File: config.mk
export PLATFORM = sky130hd
export DESIGN_NAME = spixel_draw_sequencer
export DESIGN_NICKNAME = d
export VERILOG_FILES = /design/src/rtl/spixel_draw_sequencer.sv
export SDC_FILE = /design/constraint.sdc
export NUM_CORES = 1
export LEC_CHECK = 0
export ABC_CLOCK_PERIOD_IN_PS = 8890
export CAP_MARGIN = 25
export CORE_MARGIN = 2
export CORE_UTILIZATION = 50
export DETAILED_ROUTE_END_ITERATION = 10
export PLACE_DENSITY = 0.67
export SLEW_MARGIN = 20
export SYNTH_ARGS = -nofsm -noshare
export SYNTH_HDL_FRONTEND = slang
export SYNTH_SLANG_ARGS = --single-unit
File: constraint.sdc
create_clock -name clk -period 8.89 [get_ports clk]
set_input_delay 1.778 -clock clk [delete_from_list [all_inputs] [get_ports clk]]
set_output_delay 1.778 -clock clk [all_outputs]
set_load 0.05 [all_outputs]
File: src/rtl/spixel_draw_sequencer.sv
// spixel_draw_sequencer
//
// Command buffer and issue sequencer in front of the superpixel drawer. Game
// logic pushes (x, y, colour id) commands into a FIFO. The sequencer pops one
// command, presents it to the drawer with a single-cycle valid pulse and then
// waits for the drawer's done pulse before issuing the next. This keeps the
// drawer from being retriggered while it is still writing VGA RAM.
//
// Ports:
//   clk, rst       clock; synchronous active-high reset (shared with drawer)
//   cmd_*_i        command push side (x, y, colour id, valid)
//   cmd_rdy_o      FIFO not full; a push happens on cmd_vld_i & cmd_rdy_o
//   level_o        FIFO occupancy, 0 .. 2**FIFO_AW
//   busy_o         sequencer not idle or FIFO non-empty
//   cmd_drop_o     sticky: a command was discarded (FIFO full or off-screen)
//   timeout_err_o  sticky: drawer did not report done in time
//   dr_*_o         command to drawer; dr_vld_o is a one-cycle pulse
//   dr_done_i      drawer completion pulse
//
// Build option:
//   DRAW_TIMEOUT_EN  when defined, WAIT gives up after TIMEOUT_CYCLES cycles
//                    without dr_done_i, drops the command and sets
//                    timeout_err_o. When undefined, WAIT lasts until done and
//                    timeout_err_o is tied low.

module spixel_draw_sequencer #(
    parameter int unsigned SPIXEL_X_WIDTH = 6,
    parameter int unsigned SPIXEL_Y_WIDTH = 6,
    parameter int unsigned SPIXEL_X_MAX   = 63,
    parameter int unsigned SPIXEL_Y_MAX   = 47,
    parameter int unsigned COLOR_ID_WIDTH = 8,
    parameter int unsigned FIFO_AW        = 4,
    parameter int unsigned TIMEOUT_CYCLES = 1023
) (
    input  logic                      clk,
    input  logic                      rst,
    input  logic [SPIXEL_X_WIDTH-1:0] cmd_x_i,
    input  logic [SPIXEL_Y_WIDTH-1:0] cmd_y_i,
    input  logic [COLOR_ID_WIDTH-1:0] cmd_color_i,
    input  logic                      cmd_vld_i,
    output logic                      cmd_rdy_o,
    output logic [FIFO_AW:0]          level_o,
    output logic                      busy_o,
    output logic                      cmd_drop_o,
    output logic                      timeout_err_o,
    output logic [SPIXEL_X_WIDTH-1:0] dr_x_o,
    output logic [SPIXEL_Y_WIDTH-1:0] dr_y_o,
    output logic [COLOR_ID_WIDTH-1:0] dr_data_o,
    output logic                      dr_vld_o,
    input  logic                      dr_done_i
);

    localparam int unsigned Depth  = 1 << FIFO_AW;
    localparam int unsigned EntryW = SPIXEL_X_WIDTH + SPIXEL_Y_WIDTH + COLOR_ID_WIDTH;
    localparam logic [FIFO_AW:0] LevelFull = {1'b1, {FIFO_AW{1'b0}}};

    typedef enum logic [1:0] {
        StIdle,
        StIssue,
        StWait
    } state_e;

    state_e state_q, state_d;

    // FIFO storage and bookkeeping
    logic [EntryW-1:0]  mem_q [Depth];
    logic [FIFO_AW-1:0] wr_ptr_q, rd_ptr_q;
    logic [FIFO_AW:0]   level_q, level_d;

    logic [SPIXEL_X_WIDTH-1:0] head_x;
    logic [SPIXEL_Y_WIDTH-1:0] head_y;
    logic [COLOR_ID_WIDTH-1:0] head_c;

    logic [SPIXEL_X_WIDTH-1:0] dr_x_q;
    logic [SPIXEL_Y_WIDTH-1:0] dr_y_q;
    logic [COLOR_ID_WIDTH-1:0] dr_data_q;

    logic drop_q, terr_q, terr_set;
    logic [31:0] x_ext, y_ext;
    logic in_range, push, pop, drop_set;

    assign x_ext    = 32'(cmd_x_i);
    assign y_ext    = 32'(cmd_y_i);
    assign in_range = (x_ext <= SPIXEL_X_MAX) && (y_ext <= SPIXEL_Y_MAX);

    assign cmd_rdy_o = (level_q != LevelFull);
    assign push      = cmd_vld_i & cmd_rdy_o & in_range;
    assign drop_set  = cmd_vld_i & ~(cmd_rdy_o & in_range);
    // The head is taken only from IDLE, so a command is never popped while the
    // drawer still owns the previous one.
    assign pop       = (state_q == StIdle) && (level_q != '0);

    assign {head_x, head_y, head_c} = mem_q[rd_ptr_q];

    always_comb begin
        level_d = level_q;
        if (push && !pop) begin
            level_d = level_q + 1'b1;
        end else if (pop && !push) begin
            level_d = level_q - 1'b1;
        end
    end

`ifdef DRAW_TIMEOUT_EN
    localparam int unsigned CntW = $clog2(TIMEOUT_CYCLES + 1);
    logic [CntW-1:0] cnt_q, cnt_d;
`else
    // No wait counter in this build; the limit is only kept referenced so both
    // builds share one parameter list.
    if (TIMEOUT_CYCLES == 0) begin : g_timeout_unused
    end
`endif

    always_comb begin
        state_d  = state_q;
        terr_set = 1'b0;
`ifdef DRAW_TIMEOUT_EN
        cnt_d    = cnt_q;
`endif
        unique case (state_q)
            StIdle: begin
                if (level_q != '0) begin
                    state_d = StIssue;
                end
            end
            StIssue: begin
                state_d = StWait;
`ifdef DRAW_TIMEOUT_EN
                cnt_d   = '0;
`endif
            end
            StWait: begin
                // Done wins over a timeout landing in the same cycle.
                if (dr_done_i) begin
                    state_d = StIdle;
`ifdef DRAW_TIMEOUT_EN
                end else if (cnt_q == CntW'(TIMEOUT_CYCLES - 1)) begin
                    state_d  = StIdle;
                    terr_set = 1'b1;
                end else begin
                    cnt_d = cnt_q + 1'b1;
`endif
                end
            end
            default: state_d = StIdle;
        endcase
    end

    always_ff @(posedge clk) begin
        if (push) begin
            mem_q[wr_ptr_q] <= {cmd_x_i, cmd_y_i, cmd_color_i};
        end
    end

    always_ff @(posedge clk) begin
        if (rst) begin
            state_q   <= StIdle;
            wr_ptr_q  <= '0;
            rd_ptr_q  <= '0;
            level_q   <= '0;
            dr_x_q    <= '0;
            dr_y_q    <= '0;
            dr_data_q <= '0;
            drop_q    <= 1'b0;
            terr_q    <= 1'b0;
`ifdef DRAW_TIMEOUT_EN
            cnt_q     <= '0;
`endif
        end else begin
            state_q <= state_d;
            level_q <= level_d;
            if (push) begin
                wr_ptr_q <= wr_ptr_q + 1'b1;
            end
            if (pop) begin
                rd_ptr_q  <= rd_ptr_q + 1'b1;
                dr_x_q    <= head_x;
                dr_y_q    <= head_y;
                dr_data_q <= head_c;
            end
            if (drop_set) begin
                drop_q <= 1'b1;
            end
            if (terr_set) begin
                terr_q <= 1'b1;
            end
`ifdef DRAW_TIMEOUT_EN
            cnt_q <= cnt_d;
`endif
        end
    end

    assign level_o    = level_q;
    assign busy_o     = (state_q != StIdle) || (level_q != '0);
    assign cmd_drop_o = drop_q;
    assign dr_x_o     = dr_x_q;
    assign dr_y_o     = dr_y_q;
    assign dr_data_o  = dr_data_q;
    assign dr_vld_o   = (state_q == StIssue);
`ifdef DRAW_TIMEOUT_EN
    assign timeout_err_o = terr_q;
`else
    assign timeout_err_o = 1'b0;
`endif

endmodule

### Word level (Yosys, flattened, before mapping)

Memories as Yosys holds them, arrays and structs flattened. A register that Yosys moved wholly into a read port is not among the register bits.
Index checks and enable logic that the tools add are counted.

* register bits after elaboration: 16
* bits in writable memories: 320
* output and inout bits: 30
* word-level logic and storage cells: 41
* memories kept: 1

Memory list
* mem_q: words 16, width 20, read ports 1, clocked after Yosys merged registers in 1, wr ports 1, line 66 `logic [EntryW-1:0] mem_q [Depth];`

* add/sub/neg operators: 4
* $lt $le $gt $ge: 2
* equal/unequal tests: 5
* mux-type cells: 7
* bitwise logic cells: 5
* reduce and logical (&&, ||, !) cells: 12

Operators with widths (count)
* 6-bit less-or-equal comparator, second input constant: 2
* 5-bit two-way mux: 2
* 4-bit by 1-bit adder with 4-bit output, second input constant: 2
* 2-bit one-hot mux with 3 select lines: 1
* 5-bit by 1-bit adder with 5-bit output, second input constant: 1
* 5-bit inequality test, second input constant: 1
* 5-bit nonzero test: 1
* 5-bit by 1-bit subtractor with 5-bit output, second input constant: 1
* 1-bit AND: 4
* 1-bit logical AND: 4
* 2-bit two-way mux: 2
* 2-bit nonzero test: 2
* 2-bit by 1-bit == test with 1-bit output, second input constant: 1
* 2-bit == test, second input constant: 1
* 1-bit zero test: 2
* 2-bit zero test: 1
* 1-bit two-way mux: 2
* 2-bit by 1-bit inequality test with 1-bit output, second input constant: 1
* 2-bit inequality test, second input constant: 1
* 2-bit AND reduction: 1
* 1-bit logical OR: 1
* 1-bit inverter: 1

### Logic depth before layout (Yosys ltp)

Gate-level depths: netlist of the first run.

* depth in word-level cells: 7
* gate-level depth with buffers: 11
* depth with buffers taken out: 11

### Least setup slack after synthesis of the first run

OpenSTA, ideal clock, no wires.

* path type: input port to flip-flop
* start: input port cmd_y_i[4]
* end: memory mem_q[0][0] (netlist name) (enable)
* data arrival time: 3.780 ns
* setup slack: 4.688 ns
* cell stages on the path: 3
* path through: a221oi_4 > nand2_1 > nor3_1

* word-level cells in the longest chain between the ends: 5

Ends and longest elaborated chain
* start, declared: line 38 `input logic [SPIXEL_Y_WIDTH-1:0] cmd_y_i,`
* 6-bit less-or-equal comparator: line 84 `assign in_range = (x_ext <= SPIXEL_X_MAX) && (y_ext <= SPIXEL_Y_MAX);`
* 1-bit logical AND: line 84
* 1-bit AND: line 87 `assign push = cmd_vld_i & cmd_rdy_o & in_range;`
* 1-bit two-way mux: line 150 `if (push) begin`
* 1-bit two-way mux (implied by the code): line 151 `mem_q[wr_ptr_q] <= {cmd_x_i, cmd_y_i, cmd_color_i};`
* end, declared: line 66

No other way between the ends.

### Worst setup path in the final report of the first run

* start: input port cmd_y_i[5]
* end: register level_q[4], in the netlist level_o[4]

* word-level cells in the longest chain between the ends: 6
* elaborated cells between the ends (all ways): 8
* classes of those cells: 1 x order compare; 1 x mux; 1 x bitwise; 5 x reduce/logical

Ends and longest elaborated chain
* 6-bit less-or-equal comparator (*): line 84
* 1-bit logical AND (*): line 84
* 1-bit AND (*): line 87
* named net push: line 80 `logic in_range, push, pop, drop_set;`
* 1-bit zero test: line 99 `end else if (pop && !push) begin`
* 1-bit logical AND: line 99
* 2-bit nonzero test (no source line)
* end signal, assigned: line 171 `level_q <= level_d;`
* end, declared: line 68 `logic [FIFO_AW:0] level_q, level_d;`

The timed path passes the listed nets; every way through them passes the cells marked *.
A chain may end at the register's enable or synchronous reset.

==> results of run 1 <==
==> worst reg2reg max path, cell delays in order, from the launching register on <==
cell and delay [ps]:
sky130_fd_sc_hd__dfxtp_4 780, sky130_fd_sc_hd__buf_4 710, sky130_fd_sc_hd__buf_4 750, sky130_fd_sc_hd__mux2i_1 370, sky130_fd_sc_hd__o22ai_1 120, sky130_fd_sc_hd__nor4_1 460, sky130_fd_sc_hd__a211oi_1 140
==> layer usage <==
layer	global-route usage	wire length, um	vias to the layer above
met5	0	0	-
met4	0.0669	847	0
met3	0.0298	1690	60
met2	0.359	14800	242
met1	0.293	12900	3686
li1	-	-	3337
==> worst min path at each step <==
stage	end	cells after the start	start	slack (ps)
6_report	dr_data_o[3]$_SDFFE_PP0P_	2	dr_data_o[3]$_SDFFE_PP0P_	500
5_1_grt	dr_data_o[4]$_SDFFE_PP0P_	2	dr_data_o[4]$_SDFFE_PP0P_	520
4_1_cts	dr_data_o[3]$_SDFFE_PP0P_	2	dr_data_o[3]$_SDFFE_PP0P_	500
3_5_place_dp	dr_data_o[3]$_SDFFE_PP0P_	2	dr_data_o[3]$_SDFFE_PP0P_	490
3_3_place_gp	cmd_drop_o$_SDFFE_PP0P_	2	cmd_drop_o$_SDFFE_PP0P_	450
2_1_floorplan	state_q[1]$_SDFFE_PP0P_	2	state_q[1]$_SDFFE_PP0P_	480
==> through the flow <==
stage,worst slack [ps],instances,cell area [um^2],total power (uW)
final,4360,1281,15800,4310
after global placement,3950,1211,14600,2900
after floorplan,4690,818,13900,2650
after global routing,4170,1281,15800,4470
after detailed placement,3850,1215,14700,2920
after CTS,4380,1280,15800,4340
==> power by group <==
part / switching, uW / internal, uW / total [uW] / leakage, uW
Clock: 599 / 838 / 1440 / 0.000542
Combinational: 597 / 318 / 915 / 0.00110
Sequential: 58.1 / 1900 / 1960 / 0.00318
==> state kept, by name, indices dropped and copies added, names as in the netlist <==
name and cells:
cmd_drop_o 1, dr_data_o 8, dr_x_o 6, dr_y_o 6
level_o 5, mem_q 320, rd_ptr_q 4, state_q 2
wr_ptr_q 4
==> cell type report <==
cell class	count	area [um^2]	share of cell area
clock inverters	16	118	0.00743
repair buffers	69	673	0.0425
well taps	378	473	0.0299
inverters	9	33.8	0.00213
multi-input cells	404	3210	0.203
flip-flops and latches	356	10300	0.653
clock buffers	49	991	0.0626
==> cell families after synthesis <==
| group | share of synthesized area |
|---|---|
| AOI/OAI and AO/OA | 0.0529 |
| xor gates and xnor gates | 0.00567 |
| adders and majority gates | 0.0104 |
| buffers and inverters | 0.0326 |
| DFF | 0.743 |
| muxes | 0.117 |
| other | 0.000270 |
| and+or+nand+nor | 0.0383 |
==> placed cells by master, fill, tap and decap left out, types with 2 or more instances in the layout <==
| master | instances |
|---|---|
| sky130_fd_sc_hd__edfxtp_1 | 320 |
| sky130_fd_sc_hd__mux2i_1 | 162 |
| sky130_fd_sc_hd__o22ai_1 | 80 |
| sky130_fd_sc_hd__clkdlybuf4s50_1 | 51 |
| sky130_fd_sc_hd__nor2_1 | 44 |
| sky130_fd_sc_hd__clkbuf_16 | 37 |
| sky130_fd_sc_hd__dfxtp_1 | 35 |
| sky130_fd_sc_hd__nor4_1 | 20 |
| sky130_fd_sc_hd__a211oi_1 | 20 |
| sky130_fd_sc_hd__nand2_1 | 13 |
| sky130_fd_sc_hd__buf_4 | 12 |
| sky130_fd_sc_hd__ha_1 | 10 |
| sky130_fd_sc_hd__clkbuf_1 | 10 |
| sky130_fd_sc_hd__clkinv_1 | 10 |
| sky130_fd_sc_hd__inv_1 | 9 |
| sky130_fd_sc_hd__nor2_2 | 8 |
| sky130_fd_sc_hd__a21oi_1 | 8 |
| sky130_fd_sc_hd__xor2_1 | 7 |
| sky130_fd_sc_hd__nor2_4 | 4 |
| sky130_fd_sc_hd__nor3_2 | 4 |
| sky130_fd_sc_hd__clkinv_2 | 4 |
| sky130_fd_sc_hd__nand3b_1 | 3 |
| sky130_fd_sc_hd__buf_8 | 3 |
| sky130_fd_sc_hd__nand2b_1 | 2 |
| sky130_fd_sc_hd__nand3_1 | 2 |
| sky130_fd_sc_hd__xnor2_1 | 2 |
| sky130_fd_sc_hd__nand4_1 | 2 |
| sky130_fd_sc_hd__bufinv_16 | 2 |
| sky130_fd_sc_hd__clkbuf_8 | 2 |
| sky130_fd_sc_hd__buf_6 | 2 |
==> impl_summary.md, run 1 <==
CTS
The buffer cell driving the clock tree root is sky130_fd_sc_hd__clkbuf_16. Counting the buffers created by CTS gives 37. After clock tree synthesis, the clock-pin slew on the worst setup and hold paths is 60 ps. The clock passes through at most 3 buffers. The clock reaches the later pin of the worst-skew pair after 510 ps.

The H-tree was split into 2 levels. The number of hold-repair buffers added at the cts stage is 0. TritonCTS built the clock tree. The number of resized instances in the post-cts repair step is 0. Clock tree synthesis found a total of 356 sinks. The setup fix buffers added after clock tree synthesis is 0.

Drt
The number of design rule violations left after detail routing is 0. The detailed-route wire length is 30.2 mm. The count of vias placed by the detailed router is 7,325. In the routed layout, each cell is associated on average with a via count of 5.72.

In the final routed layout, each cell accounts on average for 23.6 um. After the first detailed-routing iteration, the DRC count stood at 736. The number of nets still failing antenna checks after routing is 0.

The length of the first detailed-routing pass in iterations is 6.

Setup path
The peak fanout along the critical path is 18. Counting buffers and inverters, the worst setup path is 9 cells deep. The signal on the critical path passes through clkdlybuf4s50_1 > a221oi_4 > ha_1 > inv_1 > ha_1 > a21o_1 > a21oi_1 > mux2i_1 > mux2_2.

The worst stage delay on the critical path is 810 ps. The number of buffer and inverter stages on the critical path is 2. In this run the worst setup path terminates at level_o[4]$_SDFFE_PP0P_. The kind of end point of the critical path is a register. The cell repeated most along the worst path is sky130_fd_sc_hd__ha_1. In this run the critical register-to-register path is captured at dr_y_o[2]$_SDFFE_PP0P_. The critical path starts at cmd_y_i[5].

The depth of the most critical reg-to-reg path is 6. The cell with the biggest individual delay on the critical path is sky130_fd_sc_hd__clkdlybuf4s50_1. The critical path startpoint category is an input port. The origin of the critical flop-to-flop path is rd_ptr_q[2]$_SDFFE_PP0P_.

The category of the most critical setup path is in2reg. At the worst endpoint, the required time is 9290 ps. Data arrives at the worst endpoint at 4930 ps. The kind of cell with the highest combined delay along the critical path is compound AO/OA/AOI/OAI gates. The reg-to-reg setup timing slack is 5400 ps.

STA
After layout, the minimum clock period comes to 4530 ps. Dividing the final minimum period by the clock period gives 0.510. The tightest hold margin is 500 ps.

The final setup violation count is 0. The clock skew is 7.81 ps. The slew at the pin closest to its max-slew limit is 1020 ps.

The final number of max-transition violations is 0. Setup repair after global routing left no endpoint under its margin. The count of final hold-check violations is 0. The final setup TNS is 0 ps.

The headroom to the max-slew limit is 0.318. The upper clock frequency limit is 221 MHz.

Global route
The wire length of the first global-routing pass is 45.4 mm. The number of global-route vias before repair is 7,194. For this run, the total global-route usage over all layers was measured as 0.214. The number of antenna violations at the first check in global routing came to 0. The total congestion overflow after global routing is 0. The pin count of the biggest net entering global routing is 48.

Floorplanning
The effective utilization at floorplan is 0.505. The floorplan row count is 61. In this run the standard cell core region covers 27,600 um^2. The horizontal die dimension is 171 um. The chip height is 171 um.

The floorplan die area is 29,200 um^2. The top-level port count is 54.

Cells and area
The signed area change from the synthesized netlist to the final layout is 13.8%. The final design utilization is 0.574. The layout has 2,132 filler cells. The net count reported at finish is 912. Of the cells placed in the final design, the portion with a size suffix greater than 1 is 0.0963. The count of inserted antenna diode cells is 0.

Synth
The average instance in the mapped netlist occupies 17.0 um^2. Of the post-synthesis cell area, the dominant cell type holds 0.691. For this run, the number of Yosys warnings is 0. The synthesized netlist contains 41 unique library cells. The share of async-settable or async-resettable flops after synthesis is 0. Ranked by total cell area, the synthesized netlist is headed by sky130_fd_sc_hd__edfxtp_1 (69%), sky130_fd_sc_hd__mux2i_1 (12%), sky130_fd_sc_hd__dfxtp_1 (5.2%).

Counting every net in the synthesized netlist gives 853. After synthesis the cells add up to 13,900 um^2. The portion of the post-synthesis area used by sequential elements is 0.743. The flip-flop cell with the highest count after synthesis is sky130_fd_sc_hd__edfxtp_1. The count of flip-flops with a built-in enable after synthesis is 320. Sorting the synthesized cells by how often they occur yields sky130_fd_sc_hd__edfxtp_1 (320), sky130_fd_sc_hd__mux2i_1 (162), sky130_fd_sc_hd__o22ai_1 (80), sky130_fd_sc_hd__nor2_1 (56), sky130_fd_sc_hd__dfxtp_1 (36). In the synthesized netlist, the number of instances is 818. Counting flops and latches in the post-synthesis netlist gives 356. The most common cell in the synthesized netlist is sky130_fd_sc_hd__edfxtp_1. The largest total area in the synthesized netlist belongs to sky130_fd_sc_hd__edfxtp_1.

Power and ir drop
The reported leakage power is 0.00483 uW. Power spread over the standard cell area amounts to 273 nW/um^2. The maximum ir drop on the vdd rail is 145 uV.

Placed design
Routability-driven placement finished with a final weighted congestion of 0.809. The count of port buffers added during placement is 52. The HPWL after detailed placement is 18.6 mm.

Outcome
The flow ran to the end, and the final reports show no timing, DRC or antenna violations.

Run
The reported max-cap violation count is 0.

Hold path
The kind of path behind the tightest hold check is reg2reg.
Power figures use the tool's default switching activity.
==> run 2: changes to the inputs <==
--- a/config.mk
+++ b/config.mk
@@ -5,12 +5,12 @@
 export SDC_FILE = /design/constraint.sdc
 export NUM_CORES = 1
 export LEC_CHECK = 0
-export ABC_CLOCK_PERIOD_IN_PS = 8890
+export ABC_CLOCK_PERIOD_IN_PS = 3850
 export CAP_MARGIN = 25
 export CORE_MARGIN = 2
 export CORE_UTILIZATION = 50
 export DETAILED_ROUTE_END_ITERATION = 10
-export PLACE_DENSITY = 0.67
+export PLACE_DENSITY = 0.7
 export SLEW_MARGIN = 20
 export SYNTH_ARGS = -nofsm -noshare
 export SYNTH_HDL_FRONTEND = slang
==> constraint.sdc (replaced) <==
create_clock -name clk -period 3.85 [get_ports clk]
set_input_delay 0.77 -clock clk [delete_from_list [all_inputs] [get_ports clk]]
set_output_delay 0.77 -clock clk [all_outputs]
set_load 0.05 [all_outputs]
==> impl_summary.md, run 2 (synthesis gave the netlist of run 1 again) <==
Setup path
The peak fanout along the critical path is 5. The category of the most critical setup path is reg2out. The reg-to-reg setup timing slack is 1060 ps. The critical path startpoint category is a register. The kind of end point of the critical path is a primary output. At the worst endpoint, the required time is 3080 ps. The origin of the critical flop-to-flop path is level_o[0]$_SDFFE_PP0P_. The data arrival time of the worst path is 2340 ps.

The depth of the most critical reg-to-reg path is 10. The reg-to-reg endpoint is level_o[4]$_SDFFE_PP0P_.

Global route
The wire length of the first global-routing pass is 43.2 mm. The global routing usage summed across all routing layers is 0.202. After global routing the overflow that remains totals 0. The number of antenna violations at the first check in global routing is 2. The number of global-route vias before repair is 7,352. The pin count of the biggest net entering global routing is 50.

Drt
The count of vias placed by the detailed router is 7,322. The detailed router finished its first iteration with 606 violations. The length of the first detailed-routing pass in iterations is 5. The number of vias per cell is 5.63. The number of nets still failing antenna checks after routing is 0. The number of design rule violations left after detail routing is 0. For this block, the routed nets add up to 28.8 mm of wire. Dividing the detail-routed wire length by the instance count gives 22.2 um.

Placed design
The placed instance area is 14,900 um^2. The post-placement worst setup slack is 548 ps. The count of buffers added on input and output ports is 52.

Once detailed placement completed, the half-perimeter wirelength came to 17.0 mm. The routability-driven placement congestion ratio is 0.784.

STA
The final cycle utilization of the critical path is 0.808. The count of final hold-check violations came to 0. Across the routed clock network, the largest skew measured is 17.8 ps. Based on the critical path, the design can be clocked at up to 321 MHz.

The final number of max-transition violations came to 0. Setup repair after global routing left no endpoint under its margin. The worst path needs 3110 ps of the cycle, external delays included.

After layout, the worst setup slack is 739 ps. The final setup TNS is 0 ps. At the pin with the least slew margin, the transition time is 790 ps. Setup violations remaining at the end of the flow were counted as 0. In this run the tightest slew margin relative to its limit is 0.472.

Cells and area
In the final layout, the share of cells above drive strength 1 is 0.115. Summing all non-filler instances in the final layout gives an area of 16,000 um^2. Counting flops per register, the top entry is mem_q. The net count reported at finish is 930. Leaving out fill and tap cells, the most frequent cells in the layout are sky130_fd_sc_hd__edfxtp_1 (320), sky130_fd_sc_hd__mux2i_1 (162), sky130_fd_sc_hd__o22ai_1 (80). The signed area change from the synthesized netlist to the final layout is 14.9%. The number of flip-flops in the largest register is 320.

Leaving out fill and tap cells, the most frequent cell in the layout is sky130_fd_sc_hd__edfxtp_1.

Hold path
The worst hold path passes through 2 cells. The worst min-delay path startpoint is cmd_drop_o$_SDFFE_PP0P_. The kind of path behind the tightest hold check is reg2reg. The worst hold path terminates at cmd_drop_o$_SDFFE_PP0P_.

Power and ir drop
The internal power of the cells is 7040 uW. The sequential fraction of design power is 0.456. The switching power share of the total is 0.290.

The total power per unit cell area is 620 nW/um^2. The analysis attributes to cell leakage a power of 0.00492 uW. VDD sags by at most 359 uV. The overall power is 9920 uW. The net switching power of the design is 2880 uW.

The share of total power dissipated in combinational logic is 0.212. The part of the power in the clock network is 0.332.

CTS
The clock latency at the later pin of the worst-skew pair is 540 ps. After clock tree synthesis, the clock-pin slew on the worst setup and hold paths is 60 ps. Counting every sink on the clock net gives 356. Counting the buffers created by CTS gives 36. The number of resized instances in the post-cts repair step is 0. TritonCTS built the clock tree.

The buffer cell driving the clock tree root is sky130_fd_sc_hd__clkbuf_16. The buffer levels on the longest clock path is 3. The setup fix buffers added after clock tree synthesis is 0. The number of hold-repair buffers added at the cts stage is 0. The number of levels the H-tree was split into is 2.

Outcome
The flow ran to the end, and the final reports show no timing, DRC or antenna violations.

Run
Across the run, the number of max-cap violations was 0.

Floorplanning
The effective utilization at floorplan is 0.505. The floorplan die area is 29,200 um^2. The top-level port count is 54.

The die is 171 um tall. The core area is 27,600 um^2. The horizontal die dimension is 171 um. The floorplan row count is 61.
## run 2: cell count changes in the layout (fill, tap and decap cells not counted), sizes merged
cell    before  now
buf         18   37
clkinv      14   16
diode        0    1
clkbuf      49   47
## run 2: how the worst max path moves through the flow
stage | end | depth (start not counted) | startpoint
after floorplan | mem_q[0][0]$_DFFE_PP_ | 4 | level_o[0]$_SDFFE_PP0P_
after global placement | level_o[4]$_SDFFE_PP0P_ | 9 | cmd_y_i[4]
after detailed placement | level_o[4]$_SDFFE_PP0P_ | 9 | cmd_y_i[4]
after CTS | busy_o | 4 | level_o[0]$_SDFFE_PP0P_
after global routing | busy_o | 4 | level_o[0]$_SDFFE_PP0P_
final | busy_o | 4 | level_o[0]$_SDFFE_PP0P_
## run 2: metrics by stage
step | hold WS [ps] | cells | utilization
after detailed placement | 459 | 1235 | 0.540
after floorplan | 481 | 818 | -
final | 473 | 1301 | 0.580
after global routing | 514 | 1300 | 0.580
after global placement | 456 | 1235 | 0.540
after CTS | 476 | 1300 | 0.580
## run 2: critical path, cell delays in order, from the launching register on
cell and delay, ps:
sky130_fd_sc_hd__dfxtp_1 370, sky130_fd_sc_hd__nor4_4 510, sky130_fd_sc_hd__and2_1 190, sky130_fd_sc_hd__nand2_1 50
sky130_fd_sc_hd__clkdlybuf4s50_1 690
## run 2: routing by layer
layer  global-route usage  routed length (um)
met4               0.0699                 700
met3               0.0342                1400
met1                0.262               12300
met2                0.346               14400
met5                    0                   0
## run 2: cell type report
class / instances / area [um^2]
sequential: 356 / 10300
fill: 2048 / 11600
antenna: 1 / 2.50
multi-input combinational: 404 / 3190
tap: 378 / 473
clock buffer: 47 / 952
timing repair buffer: 88 / 848
inverter: 9 / 33.8
clock inverter: 18 / 161
## run 2: power groups by stage
stage | sequential [uW] | combinational, uW | clock (uW)
floorplan | 4890 | 1230 | 0
global placement | 4600 | 2080 | 0
detailed placement | 4610 | 2100 | 0
CTS | 4530 | 2120 | 3340
global route | 4540 | 2270 | 3500
finish | 4520 | 2100 | 3290
==> run 3: changes to the inputs <==
--- a/config.mk
+++ b/config.mk
@@ -5,12 +5,12 @@
 export SDC_FILE = /design/constraint.sdc
 export NUM_CORES = 1
 export LEC_CHECK = 0
-export ABC_CLOCK_PERIOD_IN_PS = 3850
+export ABC_CLOCK_PERIOD_IN_PS = 3100
 export CAP_MARGIN = 25
 export CORE_MARGIN = 2
 export CORE_UTILIZATION = 50
 export DETAILED_ROUTE_END_ITERATION = 10
-export PLACE_DENSITY = 0.7
+export PLACE_DENSITY = 0.67
 export SLEW_MARGIN = 20
 export SYNTH_ARGS = -nofsm -noshare
 export SYNTH_HDL_FRONTEND = slang
==> constraint.sdc (replaced) <==
create_clock -name clk -period 3.1 [get_ports clk]
set_input_delay 0.62 -clock clk [delete_from_list [all_inputs] [get_ports clk]]
set_output_delay 0.62 -clock clk [all_outputs]
set_load 0.05 [all_outputs]
==> impl_summary.md, run 3 (synthesis gave the netlist of run 1 again) <==
Floorplanning
In this run the count of I/O pins placed on the die edge is 54. The core area is 27,600 um^2. The effective utilization at floorplan is 0.505. The horizontal die dimension is 171 um. The die covers 29,200 um^2. The floorplan step set the die height to 171 um.

The floorplan row count is 61.

CTS
Counting every sink on the clock net gives 356. Clock-pin slew was measured on the worst setup and hold paths at 60 ps. The number of resized instances in the post-cts repair step is 0.

The clock latency at the later pin of the worst-skew pair is 530 ps. The setup fix buffers added after clock tree synthesis is 0. The number of hold-repair buffers added at the cts stage is 0. The number of clock buffers inserted by TritonCTS is 37. The number of levels the H-tree was split into is 2.

TritonCTS built the clock tree. The longest clock path from root to sink contains 3 buffers. In this run the clock root is driven by a sky130_fd_sc_hd__clkbuf_16.

Cells and area
In the final layout, the share of cells above drive strength 1 is 0.136. Leaving out fill and tap cells, the most frequent cell in the layout is sky130_fd_sc_hd__edfxtp_1. The top cell types in the final layout, fill and taps aside, are sky130_fd_sc_hd__edfxtp_1 (320), sky130_fd_sc_hd__mux2i_1 (162), sky130_fd_sc_hd__o22ai_1 (80). Relative to the synthesized area, the layout overhead comes to 16.4%. The final standard cell count with taps included and fillers excluded is 1,316. The repair_antennas step left the layout with diodes totalling 0. mem_q holds more flip-flops than any other register.

The net count reported at finish is 945. The number of flip-flops in the largest register is 320.

STA
The final cycle utilization of the critical path is 0.960. After layout, the minimum clock period comes to 2980 ps. The final setup violation count is 0. At the pin with the least slew margin, the transition time is 737 ps. The clock skew is 22.9 ps. Setup total negative slack on the finished layout was measured at 0 ps. In this run the tightest slew margin relative to its limit is 0.507. The tightest hold margin is 478 ps.

The count of final hold-check violations is 0. Setup repair after global routing left no endpoint under its margin. Across all setup checks in the final design, the least slack found is 124 ps.

The final number of max-transition violations was 0. The upper clock frequency limit is 336 MHz.

Global route
Entering global routing, the biggest net connects 49 pins. The number of global-route vias before repair came to 7,302. The first global-routing pass estimated 43.9 mm of wire.

The number of antenna violations at the first check in global routing is 0. Summed over all layers, the global routing overflow is 0. Across every metal layer, demand over resource in global routing totals 0.205.

Outcome
The flow ran to the end, and the final reports show no timing, DRC or antenna violations.

Drt
Summing over every cut layer, the via total after detailed routing is 7,340. In the routed layout, each cell is associated on average with a via count of 5.58. The number of design rule violations left after detail routing is 0. The number of nets still failing antenna checks after routing is 0. The final layout contains routed wiring with a total length of 28.8 mm. The average detailed-routed wire length per instance is 21.9 um. In this run, the number of DRC markers left after iteration 0 of detailed routing was 686. The length of the first detailed-routing pass in iterations is 5.

Placed design
The count of port buffers added during placement is 52. Before CTS, the worst setup slack after placement is 33.9 ps. The placed instance count is 1,249. Detailed placement ended at an HPWL of 17.2 mm. The routability-driven placement congestion ratio is 0.803.

Power and ir drop
The total power per unit cell area is 767 nW/um^2. The reported leakage power is 0.00501 uW. The maximum ir drop on the vdd rail is 442 uV.

Hold path
The kind of path behind the tightest hold check is reg2reg.

Setup path
The worst setup path is launched from a register. At the worst endpoint, the required time is 2480 ps. The worst setup path is of the reg2out kind.

The kind of end point of the critical path is a primary output. Of all nets on the critical path, the largest fanout is 4. At the worst endpoint, the arrival time is 2360 ps.

Run
Max-cap violations in this run came to 0.
==> run 3: changes by cell type in the layout (fill, tap and decap cells not counted), moves of 3 or more <==
cell                       delta
sky130_fd_sc_hd__nor3_2       -4
sky130_fd_sc_hd__nor3_4       +4
sky130_fd_sc_hd__clkinv_2     +3
sky130_fd_sc_hd__clkinv_1     -5
sky130_fd_sc_hd__buf_4       +12
==> run 3: per-stage QoR <==
stage          power (uW)   util  instance area (um^2)
2_1_floorplan        7590      -                 13900
3_3_place_gp         8320  0.546                 15000
3_5_place_dp         8350  0.546                 15000
4_1_cts             12500  0.588                 16200
5_1_grt             12900  0.588                 16200
6_report            12400  0.588                 16200
==> run 3: power breakdown <==
group	internal, uW	switching [uW]	leakage, uW
Clock	2430	1770	0.000567
Combinational	953	1660	0.00126
Sequential	5460	161	0.00318
Total	8840	3580	0.00501
==> run 3: layer usage <==
metal  GRT usage  part of all wire  vias to the layer above  wire length, um
met5           0                 0                        -                0
met1       0.282              0.43                     3675            12400
met2       0.345              0.50                      206            14400
met3      0.0294             0.052                       46             1500
li1            -                 -                     3413                -
met4      0.0543             0.017                        0              481
==> run 3: worst paths after layout <==
check	slack (ps)	endpoint	cells past startpoint	startpoint
worst min register to register	480	cmd_drop_o$_SDFFE_PP0P_	2	cmd_drop_o$_SDFFE_PP0P_
worst min-delay path	480	cmd_drop_o$_SDFFE_PP0P_	2	cmd_drop_o$_SDFFE_PP0P_
worst max-delay path	120	busy_o	4	level_o[3]$_SDFFE_PP0P_
worst max register to register	380	level_o[4]$_SDFFE_PP0P_	10	level_o[3]$_SDFFE_PP0P_
==> run 3: cell type report <==
class	instances	area (um^2)
multi-input cells	404	3210
repair buffers	102	978
well taps	378	473
clock buffers	48	987
clock inverters	19	175
flip-flops and latches	356	10300
inverters	9	33.8
fillers	2063	11400
==> run 3: critical path: stages, from the launching register on <==
cell,delay (ps)
sky130_fd_sc_hd__dfxtp_1,370
sky130_fd_sc_hd__nor4_4,530
sky130_fd_sc_hd__and2_1,200
sky130_fd_sc_hd__nand2_1,50
sky130_fd_sc_hd__clkdlybuf4s50_1,690
